**src/rtl/pc_stack_unit.sv**
```systemverilog
// Program counter with a return-address stack: absolute jump, relative branch,
// sequential increment, call/ret with sticky overflow/underflow error flags.
module pc_stack_unit #(
  parameter int unsigned WIDTH     = 8,
  parameter int unsigned DEPTH     = 4,
  parameter int unsigned RESET_VEC = 0
) (
  input  logic                       clk,
  input  logic                       reset,
  input  logic                       stall,
  input  logic                       load_pc,
  input  logic                       inc_pc,
  input  logic                       branch_rel,
  input  logic                       call,
  input  logic                       ret,
  input  logic [WIDTH-1:0]           pc_in,
  input  logic [WIDTH-1:0]           offset,
  output logic [WIDTH-1:0]           pc_out,
  output logic [$clog2(DEPTH+1)-1:0] sp,
  output logic                       stack_full,
  output logic                       stack_empty,
  output logic                       overflow_err,
  output logic                       underflow_err
);

  localparam int unsigned SP_W  = $clog2(DEPTH + 1);
  localparam int unsigned IDX_W = (DEPTH > 1) ? $clog2(DEPTH) : 1;
  localparam logic [WIDTH-1:0] RST_PC = WIDTH'(RESET_VEC);
  localparam logic [SP_W-1:0]  SP_MAX = SP_W'(DEPTH);
  localparam logic [SP_W-1:0]  SP_ONE = SP_W'(1);

  logic [WIDTH-1:0] pc_q, pc_d;
  logic [SP_W-1:0]  sp_q, sp_d;
  logic             ovf_q, ovf_d;
  logic             unf_q, unf_d;
  logic [WIDTH-1:0] stack_q [DEPTH];
  logic [WIDTH-1:0] stack_d [DEPTH];

  logic [IDX_W-1:0] wr_idx;
  logic [IDX_W-1:0] rd_idx;
  logic [SP_W-1:0]  sp_dec;
  logic             is_full;
  logic             is_empty;

  assign is_full  = (sp_q == SP_MAX);
  assign is_empty = (sp_q == '0);
  assign sp_dec   = sp_q - SP_ONE;
  assign wr_idx   = IDX_W'(sp_q);
  assign rd_idx   = IDX_W'(sp_dec);

  // Priority chain; a rejected call/ret still consumes the cycle so nothing
  // lower in the chain can act on the same edge.
  always_comb begin
    pc_d    = pc_q;
    sp_d    = sp_q;
    ovf_d   = ovf_q;
    unf_d   = unf_q;
    stack_d = stack_q;
    if (!reset && !stall) begin
      if (ret) begin
        if (is_empty) begin
          unf_d = 1'b1;
        end else begin
          pc_d = stack_q[rd_idx];
          sp_d = sp_dec;
        end
      end else if (call) begin
        if (is_full) begin
          ovf_d = 1'b1;
        end else begin
          stack_d[wr_idx] = pc_q + WIDTH'(1);
          sp_d            = sp_q + SP_ONE;
          pc_d            = pc_in;
        end
      end else if (load_pc) begin
        pc_d = pc_in;
      end else if (branch_rel) begin
        pc_d = pc_q + offset;
      end else if (inc_pc) begin
        pc_d = pc_q + WIDTH'(1);
      end
    end
  end

  always_ff @(posedge clk) begin
    if (reset) begin
      pc_q  <= RST_PC;
      sp_q  <= '0;
      ovf_q <= 1'b0;
      unf_q <= 1'b0;
    end else begin
      pc_q  <= pc_d;
      sp_q  <= sp_d;
      ovf_q <= ovf_d;
      unf_q <= unf_d;
    end
  end

  // Entries are only readable below sp, so they never need clearing.
  always_ff @(posedge clk) begin
    stack_q <= stack_d;
  end

  assign pc_out        = pc_q;
  assign sp            = sp_q;
  assign stack_full    = is_full;
  assign stack_empty   = is_empty;
  assign overflow_err  = ovf_q;
  assign underflow_err = unf_q;

endmodule

```
**config.mk**
```make
export PLATFORM = sky130hd
export DESIGN_NAME = pc_stack_unit
export DESIGN_NICKNAME = d
export VERILOG_FILES = /design/src/rtl/pc_stack_unit.sv
export SDC_FILE = /design/constraint.sdc
export NUM_CORES = 1
export LEC_CHECK = 0
export CAP_MARGIN = 20
export CORE_AREA = 3 3 101 93
export CTS_BUF_LIST = sky130_fd_sc_hd__clkbuf_8
export DETAILED_ROUTE_END_ITERATION = 8
export DIE_AREA = 0 0 104 96
export PLACE_DENSITY = 0.48
export SKIP_CTS_REPAIR_TIMING = 1
export SYNTH_ARGS = -nofsm -noshare
export SYNTH_HDL_FRONTEND = slang
export SYNTH_SLANG_ARGS = --single-unit
```
**constraint.sdc**
```tcl
create_clock -name clk -period 2.87 [get_ports clk]
set_clock_uncertainty 0.15 [all_clocks]
set_input_delay 0.287 -clock clk [delete_from_list [all_inputs] [get_ports clk]]
set_output_delay 0.287 -clock clk [all_outputs]
set_load 0.02 [all_outputs]
```
==> impl_results.html <==
<table>
<tr><th>Metric</th><th>Value</th></tr>
<tr><th colspan="2">Hold path</th></tr>
<tr><td>Hold Path Class</td><td>register to register</td></tr>
<tr><td>Hold path start</td><td>overflow_err</td></tr>
<tr><th colspan="2">Clocking</th></tr>
<tr><td>Clock slew at the register clock pins of the worst setup and hold paths</td><td>about 0.09 ns</td></tr>
<tr><td>CTS tree</td><td>done</td></tr>
<tr><td>Clock sink count</td><td>45</td></tr>
<tr><td>Root Buffer</td><td>sky130_fd_sc_hd__clkbuf_8</td></tr>
<tr><td>Max Buffers Root-to-Sink</td><td>2</td></tr>
<tr><td>Maximum level of the CTS H-tree</td><td>2</td></tr>
<tr><td>Total CTS buffers</td><td>5</td></tr>
<tr><td>Clock latency on the worst-skew pair</td><td>0.30 ns</td></tr>
<tr><th colspan="2">Drt</th></tr>
<tr><td>Drt initial violations</td><td>102</td></tr>
<tr><td>Final wirelength</td><td>between 6000 and 7000 um</td></tr>
<tr><td>Per-cell routed wire length</td><td>16.7 um</td></tr>
<tr><td>Number of iterations in the first detailed-routing pass</td><td>5</td></tr>
<tr><td>Via count</td><td>around 1800</td></tr>
<tr><td>Ratio of routed vias to standard cells</td><td>roughly 4.8</td></tr>
<tr><td>Detailed-route DRC error count</td><td>0</td></tr>
<tr><td>Post-detailed-route count of antenna-violating nets</td><td>0</td></tr>
<tr><th colspan="2">STA</th></tr>
<tr><td>Maximum operating frequency</td><td>between 300 and 400 MHz</td></tr>
<tr><td>Number of pins with negative max-slew slack in the final report</td><td>0</td></tr>
<tr><td>Worst slew margin relative to its limit</td><td>between 60% and 70%</td></tr>
<tr><td>Period utilisation layout</td><td>between 80 and 90%</td></tr>
<tr><td>Transition time of the tightest slew-check pin</td><td>a little under 0.6 ns</td></tr>
<tr><td>Fin Setup TNS</td><td>0 ns</td></tr>
<tr><td>Number of setup violations in the final report</td><td>0</td></tr>
<tr><td>Unrepaired setup endpoints after global routing</td><td>false</td></tr>
<tr><td>Number of hold violations in the final report</td><td>0</td></tr>
<tr><td>Minimum clock period after layout</td><td>between 2 and 3 ns</td></tr>
<tr><th colspan="2">Synthesis</th></tr>
<tr><td>Yosys warning total</td><td>0</td></tr>
<tr><td>Number of distinct library cells after synthesis</td><td>between 50 and 60</td></tr>
<tr><td>Synthesized area per cell</td><td>around 12 um^2</td></tr>
<tr><td>Post-synthesis instance area</td><td>2510 um^2</td></tr>
<tr><td>Syn Nets</td><td>251</td></tr>
<tr><td>Proportion of synthesized chip area in sequential cells</td><td>between 40% and 50%</td></tr>
<tr><td>Count of flip-flops with a built-in enable after synthesis</td><td>32</td></tr>
<tr><td>Main flop type after synthesis</td><td>sky130_fd_sc_hd__edfxtp_1</td></tr>
<tr><td>Gate count after technology mapping</td><td>around 210</td></tr>
<tr><td>Number of synthesized register bits</td><td>45</td></tr>
<tr><td>Async set-or-reset flop fraction in the synthesized netlist</td><td>0%</td></tr>
<tr><th colspan="2">Global route</th></tr>
<tr><td>Number of global-route vias before repair</td><td>between 1500 and 2000</td></tr>
<tr><td>Wire length of the first global-routing pass</td><td>10100 um</td></tr>
<tr><td>Global-route congestion overflow total</td><td>0</td></tr>
<tr><td>All-layer global routing usage</td><td>between 10% and 20%</td></tr>
<tr><td>Antenna violations before repair</td><td>0</td></tr>
<tr><td>Largest net degree at the start of global routing</td><td>17</td></tr>
<tr><th colspan="2">Critical path</th></tr>
<tr><td>Crit-path max FO</td><td>8</td></tr>
<tr><td>Data required time at the worst endpoint</td><td>2.67 ns</td></tr>
<tr><td>Worst Setup Start Kind</td><td>register</td></tr>
<tr><td>R2r startpoint</td><td>sp[1]</td></tr>
<tr><td>Arrival @ worst endpoint</td><td>around 2.3 ns</td></tr>
<tr><td>R2r setup slk</td><td>roughly 0.34 ns</td></tr>
<tr><td>Category of the most critical setup path</td><td>register to register</td></tr>
<tr><td>Worst reg-to-reg path cell count</td><td>5</td></tr>
<tr><td>Critical path capture point type</td><td>register</td></tr>
<tr><td>Capture point of the critical path</td><td>stack_q[7]</td></tr>
<tr><td>Endpoint of the worst-slack reg-to-reg timing path</td><td>stack_q[7]</td></tr>
<tr><td>Startpoint of the worst setup timing path</td><td>sp[1]</td></tr>
<tr><th colspan="2">Floorplanning</th></tr>
<tr><td>Core Box Area</td><td>8490 um^2</td></tr>
<tr><td>Height of the die</td><td>96 um</td></tr>
<tr><td>Die span in x</td><td>about 100 um</td></tr>
<tr><td>Number of top-level pins</td><td>39</td></tr>
<tr><td>Initial core utilization</td><td>between 20 and 30%</td></tr>
<tr><td>Core Rows</td><td>32</td></tr>
<tr><td>Die outline area</td><td>9980 um^2</td></tr>
<tr><th colspan="2">Finish</th></tr>
<tr><td># diodes</td><td>0</td></tr>
<tr><td>Area growth from synthesis to final layout</td><td>26.1%</td></tr>
<tr><td>Count of placed standard cells in the final layout, fillers left out</td><td>378</td></tr>
<tr><td>Layout cell share with drive strength beyond 1</td><td>between 10 and 15%</td></tr>
<tr><td>Most common library cell in the layout ignoring fill and taps</td><td>sky130_fd_sc_hd__clkdlybuf4s50_1</td></tr>
<tr><td>Footprint of the multi-input gates</td><td>1200 um^2</td></tr>
<tr><td>Net total in the final layout</td><td>297</td></tr>
<tr><td>Leading cell types in the layout, fill and taps excluded</td><td>38 x sky130_fd_sc_hd__clkdlybuf4s50_1, 32 x sky130_fd_sc_hd__edfxtp_1, 23 x sky130_fd_sc_hd__nor2_1</td></tr>
<tr><td>Fill cells</td><td>857</td></tr>
<tr><td>Register area</td><td>~1200 um^2</td></tr>
<tr><th colspan="2">Job</th></tr>
<tr><td>Count of max-cap constraint violations</td><td>0</td></tr>
<tr><th colspan="2">Power</th></tr>
<tr><td>Leak pwr</td><td>roughly 1.1 nW</td></tr>
<tr><td>Worst IR drop on VDD</td><td>~200 uV</td></tr>
<tr><td>Power per cell area</td><td>between 400 and 500 nW/um^2</td></tr>
<tr><th colspan="2">Placed design</th></tr>
<tr><td>IO Port Bufs</td><td>38</td></tr>
<tr><td>RePlAce Congestion</td><td>around 0.74</td></tr>
<tr><td>Placed wire-length estimate</td><td>between 4000 and 5000 um</td></tr>
<tr><td>Placed Instances</td><td>370</td></tr>
<tr><th colspan="2">Status</th></tr>
<tr><td>Run status</td><td>complete, no violations</td></tr>
</table>
==> through the flow <==
step | setup slack, ns | total power, mW | area (um^2) | utilization [%] | hold WS, ns
after global routing | 0.134 | 1.58 | 3170 | 37.3 | 0.402
after detailed placement | 0.307 | 1.04 | 3060 | 36.0 | 0.333
after floorplan | 0.0463 | 0.917 | 2510 | - | 0.320
final | 0.339 | 1.50 | 3170 | 37.3 | 0.356
after global placement | 0.247 | 1.04 | 3060 | 36.0 | 0.305
after CTS | 0.268 | 1.52 | 3170 | 37.3 | 0.361
==> critical path: stages, from the launching register on <==
cell and delay (ns):
sky130_fd_sc_hd__dfxtp_1 0.40, sky130_fd_sc_hd__inv_1 0.10, sky130_fd_sc_hd__ha_1 0.22, sky130_fd_sc_hd__ha_1 0.24
sky130_fd_sc_hd__nor4_1 0.56, sky130_fd_sc_hd__and2_1 0.49
==> final cells by class <==
cell class / instances / share of cell area, %
clock buffers: 5 / 2.17
clock inverters: 3 / 1.23
inverters: 10 / 1.19
multi-input cells: 149 / 38.0
flip-flops and latches: 45 / 38.6
well taps: 119 / 4.70
repair buffers: 47 / 14.2
==> Yosys cell counts (3+ instances only) <==
cell type                  instances  share of area [%]
sky130_fd_sc_hd__ha_1             14                7.0
sky130_fd_sc_hd__nor2_1           23                3.4
sky130_fd_sc_hd__clkbuf_1          3               0.45
sky130_fd_sc_hd__o211ai_1          3               0.90
sky130_fd_sc_hd__a21o_1            3               0.90
sky130_fd_sc_hd__a21oi_1           9                1.8
sky130_fd_sc_hd__inv_1             9                1.3
sky130_fd_sc_hd__a211oi_1          7                2.1
sky130_fd_sc_hd__nor4_1            3               0.75
sky130_fd_sc_hd__and2_1            4                1.0
sky130_fd_sc_hd__a22oi_1           5                1.5
sky130_fd_sc_hd__xor2_1            4                1.4
sky130_fd_sc_hd__o21ai_0           6                1.2
sky130_fd_sc_hd__edfxtp_1         32                 38
sky130_fd_sc_hd__xnor2_1           7                2.4
sky130_fd_sc_hd__buf_2             3               0.60
sky130_fd_sc_hd__nand2_1          11                1.6
sky130_fd_sc_hd__nand3_1           6                1.2
sky130_fd_sc_hd__dfxtp_1          13                 10
sky130_fd_sc_hd__mux4_2            8                7.2
==> metal layers <==
metal	vias to the layer above	part of all wire (%)	track usage, %
met4	0	1.2	4.10
met3	7	4.3	3.15
li1	907	-	-
met5	-	0	0
met2	40	44	20.6
met1	868	50	18.4
==> cell families (layout without fill, tap and decap cells) <==
family	after synthesis	in the layout	share of synthesized area, %
AO/OA/AOI/OAI	55	55	17.3
XOR/XNOR	11	11	3.84
adder cells (fa/ha/maj)	15	15	7.78
buffers and inverters	18	65	3.44
flip-flops	45	45	48.7
multiplexers	9	9	7.58
AND/OR/NAND/NOR	59	59	11.4
==> worst min-delay path by stage <==
stage | to | slack, ns | cells past startpoint
2_1_floorplan | overflow_err | 0.32 | 3
3_3_place_gp | overflow_err | 0.30 | 2
6_report | overflow_err | 0.36 | 2
5_1_grt | underflow_err | 0.40 | 2
3_5_place_dp | overflow_err | 0.33 | 2
4_1_cts | overflow_err | 0.36 | 2
==> power by group <==
part           leakage, nW  internal [mW]  switching [mW]
Clock               0.0593          0.255           0.225
Sequential           0.399          0.714          0.0189
Combinational        0.637          0.137           0.153
==> state kept, by name, indices dropped and copies added, names as in the netlist <==
register	flops
overflow_err	1
pc_out	8
stack_q	32
sp	3
underflow_err	1
Power figures use the tool's default switching activity.
